File: src/rtl/training_lock_detector.sv
// training_lock_detector
//   Arms on `start`, timestamps edges of the serial training preamble and
//   averages 2**AVG_LOG2 half-bit intervals into a programmable baud divider.
//   Every interval is checked against the first one within +/-TOL samples.
//
// Ports
//   clk, rst_n        single clock, asynchronous active-low reset
//   start             arm request, honoured only while idle
//   enable            sample strobe; edges and interval counts use it
//   training          serial preamble line (idles high)
//   busy              high while armed or measuring
//   done / error      one-cycle result pulses
//   err_code          0 none, 1 tolerance, 2 overflow, 3 timeout (sticky)
//   locked            high after a successful lock
//   clk_div           measured divider, updated only on success
//
// Optional feature: define TRAINING_TIMEOUT_EN to add an edge-silence
// timeout of TIMEOUT_CYCLES clk cycles while armed or measuring.
module training_lock_detector #(
  parameter int PREAMBLE_COUNT = 8,
  parameter int DIV_WIDTH      = 8,
  parameter int AVG_LOG2       = 3,
  parameter int TOL            = 2,
  parameter int TIMEOUT_CYCLES = 4096
) (
  input  logic                 clk,
  input  logic                 rst_n,
  input  logic                 start,
  input  logic                 enable,
  input  logic                 training,
  output logic                 busy,
  output logic                 done,
  output logic                 error,
  output logic [1:0]           err_code,
  output logic                 locked,
  output logic [DIV_WIDTH-1:0] clk_div
);

  localparam int CW = DIV_WIDTH + 1;             // interval counter width
  localparam int SW = DIV_WIDTH + AVG_LOG2 + 1;  // accumulator width
  localparam int IW = AVG_LOG2 + 1;              // accepted-interval index
  localparam logic [CW-1:0] CNT_MAX  = CW'(1) << DIV_WIDTH;
  localparam logic [IW-1:0] IDX_LAST = IW'((1 << AVG_LOG2) - 1);

  // The preamble must carry at least as many intervals as are averaged.
  generate
    if ((1 << AVG_LOG2) > 2 * PREAMBLE_COUNT - 1 || TIMEOUT_CYCLES < 1) begin : g_bad_cfg
      $error("training_lock_detector: AVG_LOG2 too large for PREAMBLE_COUNT");
    end
  endgenerate

  typedef enum logic [1:0] {IDLE, ARM, MEASURE} state_t;
  state_t state, state_nx;

  logic          prev, edge_det, fall;
  logic [CW-1:0] cnt, len, ref_len, dev;
  logic [SW-1:0] sum, sum_nx;
  logic [IW-1:0] idx;
  logic          tol_bad, last, ovf, tmo;
  logic          ev_done, ev_err;
  logic [1:0]    ev_code;

  assign edge_det = enable & (training ^ prev);
  assign fall     = edge_det & ~training;
  assign len      = cnt + CW'(1);
  assign dev      = (len >= ref_len) ? len - ref_len : ref_len - len;
  // The first interval becomes the reference, so it is never rejected.
  assign tol_bad  = (idx != '0) && (dev > CW'(TOL));
  assign sum_nx   = sum + SW'(len);
  assign last     = (idx == IDX_LAST);
  // An edge landing on the overflow cycle still closes a valid interval.
  assign ovf      = (cnt == CNT_MAX) && !edge_det;
  assign busy     = (state != IDLE);

`ifdef TRAINING_TIMEOUT_EN
  localparam int TW = $clog2(TIMEOUT_CYCLES + 1);
  logic [TW-1:0] silence;

  // Counts raw clk cycles; saturates so it cannot wrap while idle.
  always_ff @(posedge clk or negedge rst_n) begin
    if (!rst_n)                                   silence <= '0;
    else if (edge_det || (state == IDLE && start)) silence <= '0;
    else if (silence != TW'(TIMEOUT_CYCLES))      silence <= silence + TW'(1);
  end
  assign tmo = busy && (silence == TW'(TIMEOUT_CYCLES));
`else
  assign tmo = 1'b0;
`endif

  always_ff @(posedge clk or negedge rst_n) begin
    if (!rst_n) state <= IDLE;
    else        state <= state_nx;
  end

  always_comb begin
    state_nx = state;
    ev_done  = 1'b0;
    ev_err   = 1'b0;
    ev_code  = 2'd0;
    unique case (state)
      IDLE: if (start) state_nx = ARM;
      ARM: begin
        if (fall) state_nx = MEASURE;
        else if (tmo) begin
          ev_err = 1'b1; ev_code = 2'd3; state_nx = IDLE;
        end
      end
      MEASURE: begin
        if (edge_det) begin
          if (tol_bad) begin
            ev_err = 1'b1; ev_code = 2'd1; state_nx = IDLE;
          end else if (last) begin
            ev_done = 1'b1; state_nx = IDLE;
          end
        end else if (ovf) begin
          ev_err = 1'b1; ev_code = 2'd2; state_nx = IDLE;
        end else if (tmo) begin
          ev_err = 1'b1; ev_code = 2'd3; state_nx = IDLE;
        end
      end
      default: state_nx = IDLE;
    endcase
  end

  always_ff @(posedge clk or negedge rst_n) begin
    if (!rst_n) begin
      prev     <= 1'b1;
      done     <= 1'b0;
      error    <= 1'b0;
      err_code <= 2'd0;
      locked   <= 1'b0;
      clk_div  <= '0;
      cnt      <= '0;
      sum      <= '0;
      idx      <= '0;
      ref_len  <= '0;
    end else begin
      if (enable) prev <= training;
      done  <= ev_done;
      error <= ev_err;
      if (state == IDLE && start) begin
        locked   <= 1'b0;
        err_code <= 2'd0;
      end
      if (ev_done) begin
        locked  <= 1'b1;
        // Average of the accepted intervals, minus one: L = D+1 -> D.
        clk_div <= sum_nx[AVG_LOG2 +: DIV_WIDTH] - DIV_WIDTH'(1);
      end
      if (ev_err) begin
        locked   <= 1'b0;
        err_code <= ev_code;
      end
      if (state == ARM && fall) begin
        cnt <= '0;
        sum <= '0;
        idx <= '0;
      end else if (state == MEASURE) begin
        if (edge_det) begin
          cnt <= '0;
          if (idx == '0) ref_len <= len;
          if (!tol_bad) begin
            sum <= sum_nx;
            idx <= idx + IW'(1);
          end
        end else if (enable) begin
          cnt <= cnt + CW'(1);
        end
      end
    end
  end

endmodule

File: config.mk
export PLATFORM = sky130hd
export DESIGN_NAME = training_lock_detector
export DESIGN_NICKNAME = d
export VERILOG_FILES = /design/src/rtl/training_lock_detector.sv
export SDC_FILE = /design/constraint.sdc
export NUM_CORES = 1
export LEC_CHECK = 0
export ABC_AREA = 1
export CAP_MARGIN = 10
export CELL_PAD_IN_SITES_DETAIL_PLACEMENT = 0
export CELL_PAD_IN_SITES_GLOBAL_PLACEMENT = 1
export CORE_ASPECT_RATIO = 1.1
export CORE_MARGIN = 3
export CORE_UTILIZATION = 45
export CTS_CLUSTER_SIZE = 28
export DETAILED_ROUTE_END_ITERATION = 8
export GPL_TIMING_DRIVEN = 0
export PLACE_DENSITY = 0.89
export SYNTH_ARGS = -nofsm -noshare
export SYNTH_HDL_FRONTEND = slang
export SYNTH_SLANG_ARGS = --single-unit
File: constraint.sdc
create_clock -name clk -period 6.6 [get_ports clk]
set_input_delay 1.98 -clock clk [delete_from_list [all_inputs] [get_ports clk]]
set_output_delay 1.98 -clock clk [all_outputs]
set_load 0.05 [all_outputs]
## Yosys cells after proc, flatten, opt, wreduce, memory -nomap -nowiden

Cells that the tools add are included.

| word-level totals | value |
|---|---|
| register bits after elaboration | 50 |
| input port bits | 5 |
| output and inout port bits | 14 |
| word-level logic and storage cells | 88 |

| operators by class | value |
|---|---|
| add/subtract/negate cells | 6 |
| magnitude comparators | 2 |
| eq/ne operators | 9 |
| multiplexer cells | 37 |
| bitwise operators | 5 |
| reductions and logical operators | 18 |

Operators by type and width:

| kind | count |
|---|---|
| 12-bit 2-to-1 mux | 4 |
| 9-bit 2-to-1 mux | 5 |
| 2-bit 2-to-1 mux | 11 |
| 9-bit subtractor | 2 |
| 4-bit 2-to-1 mux | 4 |
| 12-bit by 9-bit adder with 12-bit output | 1 |
| 1-bit 2-to-1 mux | 12 |
| 9-bit by 1-bit adder with 9-bit output (second input constant) | 1 |
| 9-bit == test (second input constant) | 1 |
| 9-bit >= comparator | 1 |
| 9-bit by 2-bit > comparator with 1-bit output (second input constant) | 1 |
| 4-bit AND reduction | 2 |
| 2-bit nonzero test | 4 |
| 8-bit by 1-bit subtractor with 8-bit output (second input constant) | 1 |
| 2-bit one-hot mux with 3 select lines | 1 |
| 3-bit nonzero test | 2 |
| 4-bit by 1-bit adder with 4-bit output (second input constant) | 1 |
| 4-bit by 3-bit == test with 1-bit output (second input constant) | 1 |
| 1-bit logical AND | 4 |
| 4-bit logical NOT | 1 |
| 2-bit != test (second input constant) | 2 |
| 4-bit != test (second input constant) | 1 |
| 4-bit nonzero test | 1 |
| 3-bit != test (second input constant) | 1 |
| other kinds (10) | 12 |

## Depth between registers and ports, before layout

Gate-level depths: netlist (run 1).

| depth | value |
|---|---|
| depth after elaboration | 10 |
| mapped depth | 28 |
| gate-level depth less buffers | 26 |

## Worst setup path before layout (run 1)

No wires, ideal clock.

| timing path | value |
|---|---|
| path kind | in2reg |
| from | input training |
| to | register ref_len[7] |
| setup time | 135 ps |
| arrival time | 3237 ps |
| required time | 6465 ps |
| path slack | 3228 ps |
| stages | 8 |
| buffers on the path | 1 |
| cell sequence | xnor2_1 nor2_1 inv_1 nor2_1 nand4_1 clkbuf_1 nand2_1 o21ai_0 |

| on the way | value |
|---|---|
| cells in the longest elaborated chain, start to end | 6 |
| elaborated cells on any way between the ends | 7 |
| those cells by class | bitwise (5); reduce/logical (2) |

Ends and longest elaborated chain:

| what | RTL line | RTL |
|---|---|---|
| start, declared | 30 | `input logic training,` |
| 1-bit XOR | 63 | `assign edge_det = enable & (training ^ prev);` |
| 1-bit bitwise AND | 63 |  |
| 1-bit bitwise AND | 64 | `assign fall = edge_det & ~training;` |
| 1-bit logical AND | 154 | `if (state == ARM && fall) begin` |
| 1-bit inverter (no line) | n/a |  |
| 4-bit AND reduction (no line) * | n/a |  |
| end signal, assigned | 161 | `if (idx == '0) ref_len <= len;` |
| end, declared | 56 | `logic [CW-1:0] cnt, len, ref_len, dev;` |

Mark *: on every way between the ends. The rest lies on a longest branch, timed or not.
A chain may end at the register's enable or synchronous reset.

## Worst setup path in the final report (run 1)

Same ends and word-level chain as after synthesis.

==> results.sh, run 1 <==
export IMPL_synth_area_leaders="dfrtp_1 31%, nand2_1 14%, inv_1 11%"
export IMPL_initial_core_util=0.476
export IMPL_synthMuxAreaShare=0
export IMPL_cts_hold_buf=0
export IMPL_startpoint_type="input pin"
export IMPL_path_clk_slew_ns=0.08
export IMPL_h_tree_depth=2
export IMPL_rows=34
export IMPL_yosysTopAreaCellShare=0.309
export IMPL_synthCells=555
export IMPL_design_die_area_um2=9790
export IMPL_slew_headroom=0.592
export IMPL_cp_end_kind="flip-flop"
export IMPL_fin_setup_tns_ns=0
export IMPL_yosysMostFrequentCell="nand2_1"
export IMPL_avgSynthCellArea_um2=7.00
export IMPL_finalCritPeriodShare=0.607
export IMPL_synthAdderAreaFrac=0.115
export IMPL_max_cap_viol_count=0
export IMPL_clock_path_buffers=2
export IMPL_die_h_um=103
export IMPL_drive_gt1_frac=0.0567
export IMPL_core_area_um2=8170
export IMPL_antenna_found_initial=0
export IMPL_post_cts_resized=0
export IMPL_grt_pass1_vias=3291
export IMPL_post_place_ws_ns=2.28
export IMPL_async_flop_share=1.00
export IMPL_cpMostUsedCell="nor2_1"
export IMPL_io_buffers=18
export IMPL_yosys_warnings=0
export IMPL_wl_mm=8.85
export IMPL_dp_hpwl_mm=7.11
export IMPL_outcome="completed"
export IMPL_final_hold_violation_count=0
export IMPL_numCtsBuffers=5
export IMPL_synthTopCellsByCount="145 x nand2_1, 111 x inv_1, 51 x nand3_1, 48 x dfrtp_1, 33 x nor2_1"
export IMPL_fin_ws_ns=2.60
export IMPL_grt_first_pass_wirelength_mm=15.2
export IMPL_worstPathMaxFanout=10
export IMPL_ys_ff_latch=49
export IMPL_dr_max_layer_used="met4"
export IMPL_io_pins=19
export IMPL_synth_xor_area_share=0.0541
export IMPL_cts_root_buf="clkbuf_8"
export IMPL_synth_top_family_by_area="simple AND/OR/NAND/NOR gates"
export IMPL_synth_cell_area_um2=3880
export IMPL_clock_fmax_ghz=0.250
export IMPL_grt_usage=0.194
export IMPL_seq_area_frac_synth=0.316
export IMPL_final_max_slew_viol_count=0
export IMPL_nets=620
export IMPL_insertion_delay_ns=0.30
export IMPL_post_cts_setup_buffers=0
export IMPL_setup_violations=0
export IMPL_synth_edf_count=0
export IMPL_place_gp_congestion=0.930
export IMPL_synthesis_nets=594
export IMPL_syn2layout_area_growth_pct=11.4
export IMPL_rsz0062_at_grt="no"
export IMPL_synth_simple_area_share=0.301
export IMPL_fin_crit_ns=4.00
export IMPL_path_delay_family="simple AND/OR/NAND/NOR gates"
export IMPL_cts_tree="done"
export IMPL_drt_iter0_markers=135
export IMPL_cts_sinks=49
export IMPL_grt_max_degree=26
export IMPL_fin_worst_skew_ns=0.0172
export IMPL_cpPeakStageDelay_ns=0.46
export IMPL_crit_chain="clkdlybuf4s50_1, xnor2_1, nor2_1, inv_1, nor2_1, nand4_1, clkbuf_1, nand2_1, o21ai_0"
export IMPL_hold_ws_ns=0.495
export IMPL_synth_compound_area_frac=0.0860
export IMPL_path_buf_inv=3
export IMPL_drcViolationCount=0
export IMPL_synthFlopType="dfrtp_1"
export IMPL_viasPerCell=4.92
export IMPL_wl_met1_mm=4.09
export IMPL_path_class="input pin to flip-flop"
export IMPL_overflow=0
export IMPL_die_w_um=94.6
export IMPL_first_pass_iters=4
export IMPL_critPathRequiredTime_ns=6.75
export IMPL_synth_distinct_cells=32
export IMPL_slowest_stage="nand4_1"
export IMPL_hp_class="flip-flop to flip-flop"
export IMPL_diodes=0
export IMPL_synth_largest_area_cell="dfrtp_1"
export IMPL_worst_pin_slew_ns=0.612
export IMPL_route_met2_wl_mm=4.52
export IMPL_arrival_ns=4.16
export IMPL_antenna_left=0
export IMPL_route_vias_total=3392
export IMPL_route_met3_wl_um=144
export IMPL_wl_per_cell_um=12.8
per-stage QoR:
| step | instances | util | cell area (µm²) |
|---|---|---|---|
| 2_1_floorplan | 555 | - | 3880 |
| 3_3_place_gp | 681 | 0.514 | 4200 |
| 3_5_place_dp | 682 | 0.516 | 4220 |
| 4_1_cts | 690 | 0.530 | 4330 |
| 5_1_grt | 690 | 0.530 | 4330 |
| 6_report | 690 | 0.530 | 4330 |
registers in the layout, indices dropped and copies added (netlist names):
| signal | count |
|---|---|
| done | 1 |
| prev | 1 |
| clk_div | 8 |
| sum | 11 |
| idx | 4 |
| locked | 1 |
| cnt | 9 |
| error | 1 |
| err_code | 2 |
| ref_len | 9 |
| state | 2 |
per-layer routing:
layer / up-vias / GRT usage
met4: 0 / 0.0422
met1: 1556 / 0.248
met3: 9 / 0.0210
li1: 1795 / -
met5: - / 0
met2: 32 / 0.354
cell families (layout without fill, tap and decap cells):
family          Yosys count  after routing
compound gates           61             61
xor+xnor                 24             24
fa+ha+maj                34             34
buf+inv                 122            149
flops                    49             49
simple gates            265            265
path summary, 6_finish.rpt:
kind                       slack [ns]  cells after the start          to        from
setup / recovery                 2.60                      9  ref_len[7]    training
hold / removal                   0.50                      2  ref_len[8]  ref_len[8]
setup reg to reg                 2.71                     23  clk_div[6]      cnt[0]
hold reg to reg                  0.50                      2  ref_len[8]  ref_len[8]
max in group asynchronous        4.30                      2        prev       rst_n
min in group asynchronous        1.68                      1      sum[8]       rst_n
cell usage in the layout, fill, tap and decap left out, drive strengths merged:
| cell | netlist | routed |
|---|---|---|
| nand2 | 155 | 155 |
| a21oi | 12 | 12 |
| o22ai | 8 | 8 |
| dfrtp | 48 | 48 |
| a32oi | 1 | 1 |
| a31oi | 1 | 1 |
| clkinv | 0 | 1 |
| o21bai | 3 | 3 |
| buf | 7 | 9 |
| fa | 3 | 3 |
| nand4 | 13 | 13 |
| clkbuf | 2 | 8 |
| o21ai | 35 | 35 |
| xor2 | 16 | 16 |
| nand3 | 53 | 53 |
| ha | 31 | 31 |
| bufinv | 0 | 1 |
| nor4 | 1 | 1 |
| clkdlybuf4s50 | 0 | 17 |
| nor2 | 35 | 35 |
| a21o | 1 | 1 |
| xnor2 | 8 | 8 |
| nand3b | 1 | 1 |
| inv | 113 | 113 |
| dfstp | 1 | 1 |
| nor3 | 7 | 7 |
worst min-delay path: cells and delay by family, from the launching register on:
| family | cells | cell delay [ns] |
|---|---|---|
| flip-flops | 1 | 0.34 |
| AO/OA/AOI/OAI | 1 | 0.06 |
| AND/OR/NAND/NOR | 1 | 0.05 |
area by class of cell:
type / instances / area (µm²)
inverters: 113 / 424
flip-flops and latches: 49 / 1230
multi-input cells: 384 / 2160
repair buffers: 19 / 195
plain buffers: 9 / 72.6
fillers: 843 / 3840
clock inverters: 2 / 38.8
well taps: 108 / 135
clock buffers: 6 / 72.6
Power of run 1 is not shown: default switching activity piles up to over one toggle a cycle in this logic, so the estimate is an artifact.
==> inputs of run 2 (changes only) <==
--- a/config.mk
+++ b/config.mk
@@ -11,11 +11,11 @@
 export CELL_PAD_IN_SITES_GLOBAL_PLACEMENT = 1
 export CORE_ASPECT_RATIO = 1.1
 export CORE_MARGIN = 3
-export CORE_UTILIZATION = 45
+export CORE_UTILIZATION = 40
 export CTS_CLUSTER_SIZE = 28
 export DETAILED_ROUTE_END_ITERATION = 8
 export GPL_TIMING_DRIVEN = 0
-export PLACE_DENSITY = 0.89
+export PLACE_DENSITY = 0.84
 export SYNTH_ARGS = -nofsm -noshare
 export SYNTH_HDL_FRONTEND = slang
 export SYNTH_SLANG_ARGS = --single-unit
==> constraint.sdc (replaced) <==
create_clock -name clk -period 3.51 [get_ports clk]
set_input_delay 1.053 -clock clk [delete_from_list [all_inputs] [get_ports clk]]
set_output_delay 1.053 -clock clk [all_outputs]
set_load 0.05 [all_outputs]
==> run 2 against run 1 <==
Design area grew 11%. Global-route usage shrank 2.2 points. Clock skew shrank 0.0039 ns. Sequential cell count is the same. First-iteration DRC count shrank 24%. Wire length grew 3.4%. Critical path depth grew 14. Count of clock-buffer cells in the layout grew 1. Worst hold slack gained 0.018 ns. Setup slack lost 2.4 ns. Core utilization shrank 2.0 points. Non-clock buffer count grew 21. Critical endpoint is now clk_div[4]. Largest cell class unchanged.
==> results.sh, run 2 (same netlist as run 1, synthesis figures left out) <==
export IMPL_critPathRequiredTime_ns=3.71
export IMPL_diodes=0
export IMPL_finalCritPeriodShare=0.953
export IMPL_wl_mm=9.15
export IMPL_design_die_area_um2=10900
export IMPL_wl_met1_mm=4.24
export IMPL_viasPerCell=4.88
export IMPL_antenna_found_initial=0
export IMPL_io_pins=19
export IMPL_max_cap_viol_count=0
export IMPL_wl_per_cell_um=12.7
export IMPL_cp_end_kind="flip-flop"
export IMPL_reg2reg_from="cnt[0]"
export IMPL_largest_register="sum"
export IMPL_cts_root_buf="clkbuf_8"
export IMPL_die_h_um=109
export IMPL_final_max_slew_viol_count=0
export IMPL_worstReg2RegEnd="clk_div[4]"
export IMPL_initial_core_util=0.413
export IMPL_slew_headroom=0.519
export IMPL_top_regs="sum (11), cnt (9), ref_len (9)"
export IMPL_outcome="completed"
export IMPL_clock_fmax_ghz=0.299
export IMPL_fin_crit_ns=3.35
export IMPL_hp_class="flip-flop to flip-flop"
export IMPL_grt_max_degree=35
export IMPL_fin_worst_skew_ns=0.0133
export IMPL_path_clk_slew_ns=0.09
export IMPL_numCtsBuffers=5
export IMPL_antenna_left=0
export IMPL_worst_pin_slew_ns=0.716
export IMPL_largest_reg_flops=11
export IMPL_hp_start="ref_len[8]"
export IMPL_hold_path_endpoint="ref_len[8]"
export IMPL_rsz0062_at_grt="yes"
export IMPL_setup_violations=0
export IMPL_route_vias_total=3514
export IMPL_io_buffers=18
export IMPL_dr_max_layer_used="met4"
export IMPL_final_hold_violation_count=0
export IMPL_insertion_delay_ns=0.30
export IMPL_fin_setup_tns_ns=0
export IMPL_grt_first_pass_wirelength_mm=15.3
export IMPL_path_class="flip-flop to flip-flop"
export IMPL_drive_gt1_frac=0.163
export IMPL_first_pass_iters=4
export IMPL_grt_pass1_vias=3356
export IMPL_cts_sinks=49
export IMPL_nets=641
export IMPL_place_gp_congestion=0.849
export IMPL_grt_usage=0.172
export IMPL_overflow=0
export IMPL_cts_tree="done"
export IMPL_whs_path_depth=2
export IMPL_arrival_ns=3.54
export IMPL_drcViolationCount=0
export IMPL_mostFrequentLayoutCells="138 x nand2_1, 105 x inv_1, 50 x nand3_1"
export IMPL_core_area_um2=9400
export IMPL_cts_hold_buf=0
export IMPL_worstPathMaxFanout=7
export IMPL_rrSetupSlack_ns=0.16
export IMPL_rows=37
export IMPL_dp_hpwl_mm=7.16
export IMPL_startpoint_type="flip-flop"
export IMPL_route_met2_wl_mm=4.52
export IMPL_die_w_um=100
export IMPL_route_met3_wl_um=187
export IMPL_reg2reg_depth=23
export IMPL_h_tree_depth=2
export IMPL_clock_path_buffers=2
export IMPL_drt_iter0_markers=102
export IMPL_layout_commonest_cell="nand2_1"
export IMPL_syn2layout_area_growth_pct=23.4
==> run 2: cell types whose count changed in the layout (fill, tap and decap cells not counted), sizes merged <==
cell    change
buf        +20
clkbuf      +2
inv         -1
==> run 2: layer usage <==
layer	vias to the layer above	track usage
met5	-	0
met1	1612	0.221
met2	46	0.306
met4	0	0.0478
met3	16	0.0171
li1	1840	-
==> run 2: timing repair <==
item,4_1_cts,5_1_grt
buffers inserted,3,16
gates resized for setup,10,55
hold endpoints to repair,0,0
endpoints found under the setup margin,29,29
gates cloned,0,2
pin swaps,1,19
==> run 2: worst max-delay path by stage <==
stage          startpoint         end  slack (ns)
3_5_place_dp       cnt[0]  clk_div[2]       -0.36
5_1_grt            cnt[0]  clk_div[4]        -0.1
2_1_floorplan      cnt[0]  clk_div[6]        0.48
4_1_cts            cnt[0]  clk_div[2]        0.01
6_report           cnt[0]  clk_div[4]        0.16
3_3_place_gp       cnt[0]  clk_div[6]       -0.35
==> run 2: critical path, stage by stage, from the launching register on <==
cell	delay [ns]
dfrtp_2	0.43
clkinv_4	0.09
nor3_4	0.18
inv_2	0.07
nor2_4	0.12
nand4_1	0.14
xor2_2	0.25
inv_2	0.08
ha_4	0.27
nand2_4	0.07
inv_2	0.03
a21oi_2	0.11
nand2_2	0.10
a21oi_4	0.24
nor2_1	0.08
nor2_1	0.11
nand2_1	0.07
nor2_2	0.12
nand2_2	0.10
nand2_4	0.14
nand2_8	0.08
buf_8	0.17
o21ai_2	0.13
inv_1	0.05
==> run 2: area by class of cell <==
class,count,area [µm²]
tap,117,146
multi-input combinational,384,2420
fill,918,4600
timing repair buffer,40,370
clock buffer,7,86.3
inverter,113,432
sequential,49,1230
buffer,9,76.3
clock inverter,1,30.0
==> run 2: metrics by stage <==
step	hold slack, ns	util	cell area (µm²)	setup slack [ns]	instances
floorplan	0.453	-	3880	0.480	555
global placement	0.474	0.448	4210	-0.347	690
detailed placement	0.489	0.450	4230	-0.360	691
CTS	0.512	0.470	4410	0.0139	702
global route	0.548	0.510	4790	-0.0991	720
finish	0.513	0.510	4790	0.165	720
Power of run 2 is left out for the same reason.
==> inputs of run 3 (changes only) <==
--- a/config.mk
+++ b/config.mk
@@ -16,6 +16,8 @@
 export DETAILED_ROUTE_END_ITERATION = 8
 export GPL_TIMING_DRIVEN = 0
 export PLACE_DENSITY = 0.84
+export SETUP_SLACK_MARGIN = 0.05
+export SLEW_MARGIN = 20
 export SYNTH_ARGS = -nofsm -noshare
 export SYNTH_HDL_FRONTEND = slang
 export SYNTH_SLANG_ARGS = --single-unit
==> run 3 against run 2 <==
Core utilization fell by 0.28 points. Count of clock-buffer cells in the layout did not move. Register-to-register slack gained 0.09 ns. Via count shrank 0.20%. Worst hold slack worse by 0.012 ns. Die area is the same. Wire length rose by 1.0%. Global-route usage grew 0.49 points. Final cell count unchanged. Design area down 0.55%. Critical path depth decreased by 1. Sequential share of layout area increased by 0.17 points. Largest cell class unchanged.
==> results.sh, run 3 (same netlist as run 1, synthesis figures left out) <==
export IMPL_critPathRequiredTime_ns=3.71
export IMPL_cts_tree="done"
export IMPL_setup_violations=0
export IMPL_whs_path_depth=2
export IMPL_reg2reg_depth=22
export IMPL_nets=641
export IMPL_diodes=0
export IMPL_outcome="completed"
export IMPL_mostFrequentLayoutCells="138 x nand2_1, 104 x inv_1, 50 x nand3_1"
export IMPL_cts_hold_buf=0
export IMPL_worst_pin_slew_ns=0.716
export IMPL_startpoint_type="flip-flop"
export IMPL_worstPathMaxFanout=7
export IMPL_max_cap_viol_count=0
export IMPL_antenna_left=0
export IMPL_cts_root_buf="clkbuf_8"
export IMPL_io_buffers=18
export IMPL_fin_worst_skew_ns=0.0123
export IMPL_hold_ws_ns=0.500
export IMPL_h_tree_depth=2
export IMPL_overflow=0
export IMPL_arrival_ns=3.46
export IMPL_fin_crit_ns=3.26
export IMPL_rrSetupSlack_ns=0.25
export IMPL_largest_register="sum"
export IMPL_hp_class="flip-flop to flip-flop"
export IMPL_core_area_um2=9400
export IMPL_fin_util=0.507
export IMPL_wl_mm=9.24
export IMPL_clock_path_buffers=2
export IMPL_cts_sinks=49
export IMPL_grt_first_pass_wirelength_mm=15.5
export IMPL_die_w_um=100
export IMPL_design_die_area_um2=10900
export IMPL_grt_pass1_vias=3374
export IMPL_wl_per_cell_um=12.8
export IMPL_design_area_um2=4770
export IMPL_insertion_delay_ns=0.31
export IMPL_reg2reg_from="cnt[0]"
export IMPL_numCtsBuffers=5
export IMPL_path_class="flip-flop to flip-flop"
export IMPL_path_clk_slew_ns=0.09
export IMPL_die_h_um=109
export IMPL_final_max_slew_viol_count=0
export IMPL_initial_core_util=0.413
export IMPL_first_pass_iters=5
export IMPL_slew_headroom=0.519
export IMPL_drive_gt1_frac=0.166
export IMPL_io_pins=19
export IMPL_viasPerCell=4.87
export IMPL_place_gp_congestion=0.849
export IMPL_cp_end_kind="flip-flop"
export IMPL_drt_iter0_markers=148
export IMPL_antenna_found_initial=0
export IMPL_place_area_um2=4230
export IMPL_grt_usage=0.176
export IMPL_worstReg2RegEnd="clk_div[0]"
export IMPL_top_regs="sum (11), cnt (9), ref_len (9)"
export IMPL_route_vias_total=3507
export IMPL_hp_start="ref_len[8]"
export IMPL_largest_reg_flops=11
export IMPL_drcViolationCount=0
export IMPL_final_hold_violation_count=0
export IMPL_rsz0062_at_grt="yes"
export IMPL_layout_commonest_cell="nand2_1"
export IMPL_finalCritPeriodShare=0.928
export IMPL_dp_hpwl_mm=7.17
export IMPL_rows=37
export IMPL_grt_max_degree=33
export IMPL_hold_path_endpoint="ref_len[8]"
export IMPL_clock_fmax_ghz=0.307
export IMPL_syn2layout_area_growth_pct=22.7
## run 3: cell count changes in the layout (fill, tap and decap cells not counted), moves of 2 or more
cell   previous run  this run
buf_6             4         2
buf_8             1         3
ha_4              5         7
inv_2             6         8
## run 3: metal layers
layer / vias to the layer above / global-route usage / part of all wire
li1: 1832 / - / -
met1: 1623 / 0.226 / 0.46
met2: 42 / 0.308 / 0.50
met3: 10 / 0.0266 / 0.021
met4: 0 / 0.0527 / 0.015
met5: - / 0 / 0
## run 3: final cells by class
cell class | count | area, µm²
Buffer | 9 | 83.8
Clock buffer | 7 | 76.3
Clock inverter | 1 | 7.51
Fill cell | 925 | 4630
Inverter | 113 | 427
Multi-Input combinational cell | 384 | 2430
Sequential cell | 49 | 1230
Tap cell | 117 | 146
Timing Repair Buffer | 40 | 370
## run 3: metrics by stage
stage	worst slack, ns	TNS (ns)	instances
after floorplan	0.480	0	555
after global placement	-0.347	-9.06	690
after CTS	0.0522	0	703
final	0.253	0	720
after detailed placement	-0.391	-8.73	691
after global routing	-0.0579	-0.598	720
## run 3: worst max path at each step
stage | from | end | slack, ns | cells after the start
2_1_floorplan | cnt[0] | clk_div[6] | 0.48 | 23
3_3_place_gp | cnt[0] | clk_div[6] | -0.35 | 23
3_5_place_dp | cnt[0] | clk_div[2] | -0.39 | 23
4_1_cts | cnt[0] | clk_div[2] | 0.05 | 21
5_1_grt | cnt[0] | clk_div[7] | -0.06 | 23
6_report | cnt[0] | clk_div[0] | 0.25 | 22
## run 3: timing repair
action                                  CTS  global route
buffers inserted                          4            16
pin swaps                                 2            18
endpoints found under the setup margin   29            29
gates cloned                              0             1
resized for setup                        13            53
## run 3: critical path, stage by stage (launching register included)
cell and delay (ns):
dfrtp_2 0.43, inv_4 0.06, buf_4 0.13, ha_2 0.42, inv_1 0.13, fa_1 0.45, inv_1 0.09, nand2_1 0.05
nand2_1 0.11, nand2_1 0.09, nand2_1 0.06, nand2_1 0.04, nand2_1 0.07, nor2_2 0.04, nor2_1 0.10, nand2_1 0.07
nor2_2 0.12, nand2_2 0.10, nand2_4 0.14, nand2_8 0.08, clkbuf_16 0.19, o21ai_2 0.11, inv_1 0.05
Power of run 3 is left out for the same reason.
==> RTL edit 1: new RTL, config.mk and constraints of run 1 <==
`DIV_WIDTH`: 8 -> 6.
--- a/src/rtl/training_lock_detector.sv
+++ b/src/rtl/training_lock_detector.sv
@@ -19,5 +19,5 @@
 module training_lock_detector #(
   parameter int PREAMBLE_COUNT = 8,
-  parameter int DIV_WIDTH      = 8,
+  parameter int DIV_WIDTH      = 6,
   parameter int AVG_LOG2       = 3,
   parameter int TOL            = 2,
Interface: changed (resized clk_div); port bits go from 19 to 17. The function was not compared with the original's and may differ.
==> RTL edit 1 against run 1 <==
Sequential cell count fell by 8. Synthesized area fell by 20%. Non-clock buffer count fell by 6. First-iteration DRC count fell by 39%. Design area fell by 20%. Routed wire length fell by 21%. Global-route usage fell by 0.054 points. Via count fell by 17%. Worst setup slack improved by 0.020 ns.
==> RTL edit 1: results (changes against run 1) <==
status finished, final reports clean (unchanged); top post-synthesis cells by area dfrtp_1 (32%), nand2_1 (17%), inv_1 (9.6%) (was dfrtp_1 (31%), nand2_1 (14%), inv_1 (11%)); Post-Place Cells 551 (was 682); HPWL after DPL 5700 um (was 7110 um); TritonRoute pass-1 iters 4 (unchanged); WHS 0.497 ns (was 0.495 ns); met3 wire length 186 um (was 144 um); list of most frequent post-synthesis cells nand2_1 (138), inv_1 (79), nand3_1 (50), dfrtp_1 (40), nor2_1 (25) (was nand2_1 (145), inv_1 (111), nand3_1 (51), dfrtp_1 (48), nor2_1 (33)); r2r worst-path depth 20 (was 23); area post-placement 3380 um2 (was 4220 um2); Critical Path AT 4.20 ns (was 4.16 ns); hold depth 2 (unchanged); post-synthesis sequential area ratio 33.1% (was 31.6%); final setup skew 0.00874 ns (was 0.0172 ns); R2R setup slack 3.18 ns (was 2.71 ns); post-synthesis cell count 452 (was 555); slowest CP cell nor3_1 (was nand4_1); Routability Congestion 0.835 (was 0.930); DRT met1 WL 3060 um (was 4090 um); WHS Endpoint prev (was ref_len[8]); asr flop ratio synth 100% (unchanged); routed vias 2825 (was 3392); fill cell count 697 (was 843); met1 Use GR 22.7% (was 24.8%); vias per cell 5.05 (was 4.92); Sw Ratio 52.0%; first-pass GRT wire length 12400 um (was 15200 um); synthesized net count 477 (was 594); Post-CTS Resized 0 (unchanged); overall global routing resource usage 19.3% (was 19.4%); Slew @ Worst Pin 0.631 ns (was 0.612 ns); Setup WS pre-CTS 2.25 ns (was 2.28 ns); Post-CTS Setup Bufs 0 (unchanged); 1st-iter DRT viols 82 (was 135); M3 GR Usage 2.82% (was 2.10%); layout cells sized above 1 8.18% (was 5.67%); RR Endpoint clk_div[5] (was clk_div[6]); met2 usage 35.6% (was 35.4%); Reg-to-Reg Start cnt[1] (was cnt[0]); CP endpoint ref_len[4] (was ref_len[7]); CP max stage delay 0.54 ns (was 0.46 ns); Top Registers sum (9), cnt (7), ref_len (7) (was sum (11), cnt (9), ref_len (9)); predominant post-synthesis flop cell dfrtp_1 (unchanged); IO Port Bufs 16 (was 18); Met2 Routed Length 3620 um (was 4520 um); hold path start prev (was ref_len[8]); largest net degree at the start of global routing 27 (was 26)
==> RTL edit 1: cell types whose count changed in the layout (fill, tap and decap cells not counted), moves of 6 or more <==
cell	before	now
o21ai_1	14	8
xnor2_1	8	1
inv_1	111	79
nand2_1	145	138
dfrtp_1	48	40
ha_1	31	17
nor2_1	33	25
nor3_1	7	1
xor2_1	16	8
==> RTL edit 1: kinds of logic after synthesis <==
| group | after synthesis | synth area share (%) |
|---|---|---|
| and+or+nand+nor | 249 | 36.5 |
| adders and majority gates | 20 | 8.80 |
| buffers and inverters | 88 | 11.3 |
| DFF | 41 | 33.1 |
| AOI/OAI and AO/OA | 45 | 7.75 |
| xor gates and xnor gates | 9 | 2.54 |
==> RTL edit 1: cell type report <==
cell class              count  area, um2  area share [%]
plain buffers               5       38.8            1.11
clock buffers               7       96.3            2.77
clock inverters             1       5.00           0.144
inverters                  83        312            8.95
multi-input cells         323       1720            49.5
flip-flops and latches     41       1030            29.5
well taps                  82        103            2.95
repair buffers             17        175            5.03
==> RTL edit 2: new RTL, settings of run 1 <==
Made on the original files. One comparison of `idx` changes from == to >=.
--- a/src/rtl/training_lock_detector.sv
+++ b/src/rtl/training_lock_detector.sv
@@ -68,5 +68,5 @@
   assign tol_bad  = (idx != '0) && (dev > CW'(TOL));
   assign sum_nx   = sum + SW'(len);
-  assign last     = (idx == IDX_LAST);
+  assign last     = (idx >= IDX_LAST);
   // An edge landing on the overflow cycle still closes a valid interval.
   assign ovf      = (cnt == CNT_MAX) && !edge_det;
Function: same outputs for any inputs over 10 cycles, from zero or initial values and one cycle with rst_n low; that may be too few to reach the edited logic, so the function may still have changed.
==> RTL edit 2 against run 1 <==
Design area increased by 3.4%. Sequential cell count unchanged. Sequential share of layout area is 0.94 points lower. Routed wire length is 4.4% higher. Worst setup slack better by 0.12 ns. Maximum frequency increased by 3.1%. Synthesized area increased by 3.1%. Global-route usage is 0.25 points lower. Non-clock buffer count is the same. Via count rose by 7.5%. Register-to-register slack better by 0.27 ns. Count of clock-buffer cells in the layout fell by 1. Highest routed layer unchanged.
Power is left out: the tool's default activity adds up to more than one toggle a clock period on the data nets, which glitch-free logic cannot reach.
==> RTL edit 2: results (changes against run 1) <==
ant diodes 0 (unchanged); post-synth cell types 39 (was 32); Post-Synth Adder-Cell Area 11.2% (was 11.5%); 1st-iter DRT viols 124 (was 135); overall global routing resource usage 19.1% (was 19.4%); predominant post-synthesis flop cell dfrtp_1 (unchanged); first-pass GRT wire length 15500 um (was 15200 um); TritonCTS buffer count 5 (unchanged); Top Registers sum (11), cnt (9), ref_len (9) (unchanged); antenna violations before repair 0 (unchanged); Critical Path AT 4.13 ns (was 4.16 ns); synthesized net count 627 (was 594); max_slew headroom 55.7% (was 59.2%); layout cells sized above 1 7.15% (was 5.67%); slowest CP cell nor2_1 (was nand4_1); Post-Synth XOR/XNOR Area 3.25% (was 5.41%); Routability Congestion 0.841 (was 0.930); fill cell count 840 (was 843); post-synthesis mux area share 0% (unchanged); status finished, final reports clean (unchanged); post-synthesis sequential area ratio 30.6% (was 31.6%); largest net degree at the start of global routing 29 (was 26); Slew Limit Fails 0 (unchanged); root buffer cell clkbuf_8 (unchanged); asr flop ratio synth 100% (unchanged); final net count 653 (was 620); DR WL/cell 12.7 um (was 12.8 um); Setup WS pre-CTS 2.38 ns (was 2.28 ns); routed vias 3645 (was 3392); HPWL after DPL 7490 um (was 7110 um); final setup skew 0.00963 ns (was 0.0172 ns); list of most frequent post-synthesis cells nand2_1 (186), inv_1 (101), nand3_1 (56), dfrtp_1 (48), nor2_1 (39) (was nand2_1 (145), inv_1 (111), nand3_1 (51), dfrtp_1 (48), nor2_1 (33)); Top delay family on crit path simple AND/OR/NAND/NOR gates (unchanged); TritonRoute pass-1 iters 5 (was 4); top post-synthesis cells by area dfrtp_1 (30%), nand2_1 (17%), ha_1 (9.7%) (was dfrtp_1 (31%), nand2_1 (14%), inv_1 (11%)); Synth Area in Compound Gates 7.40% (was 8.60%); CP max stage delay 0.52 ns (was 0.46 ns); Worst Path Max Fanout 9 (was 10); Longest Clk Path Bufs 2 (unchanged); number of global-route vias before repair 3367 (was 3291)
==> RTL edit 2: layer usage <==
metal / global-route usage [%] / up-vias / wire length (um)
met5: 0 / - / 0
met4: 2.13 / 0 / 44
met3: 2.38 / 7 / 164
met2: 33.3 / 33 / 4690
met1: 25.8 / 1712 / 4340
li1: - / 1893 / -
==> RTL edit 2: layout make-up <==
cell class,count,area [um2],share of cell area (%)
Buffer,9,70.1,1.57
Multi-Input combinational cell,425,2310,51.7
Tap cell,111,139,3.10
Clock inverter,3,65.1,1.45
Timing Repair Buffer,19,195,4.36
Sequential cell,49,1230,27.4
Clock buffer,5,68.8,1.54
Inverter,105,394,8.81
==> RTL edit 2: stage by stage <==
stage / cells / area [um2]
6_report: 726 / 4470
5_1_grt: 726 / 4470
2_1_floorplan: 588 / 4010
3_5_place_dp: 718 / 4340
4_1_cts: 726 / 4470
3_3_place_gp: 717 / 4330
==> RTL edit 2: final timing paths <==
check	from	endpoint	slack (ns)	cells past startpoint
min	prev	prev	0.50	2
max reg2reg	cnt[0]	clk_div[3]	2.98	22
max in group asynchronous	rst_n	prev	4.34	2
min reg2reg	prev	prev	0.50	2
max	training	clk_div[5]	2.71	11
min in group asynchronous	rst_n	sum[0]	1.66	1
==> RTL edit 2: cells by family after synthesis <==
kind of cell	Yosys count
AND/OR/NAND/NOR	326
buffers and inverters	114
AO/OA/AOI/OAI	51
flip-flops	49
adder cells (fa/ha/maj)	34
XOR/XNOR	14
==> RTL edit 2: tightest hold or removal path, cell delays in order, from the launching register on <==
cell and delay [ns]:
dfstp_2 0.38, nand2_1 0.05, o21ai_0 0.07
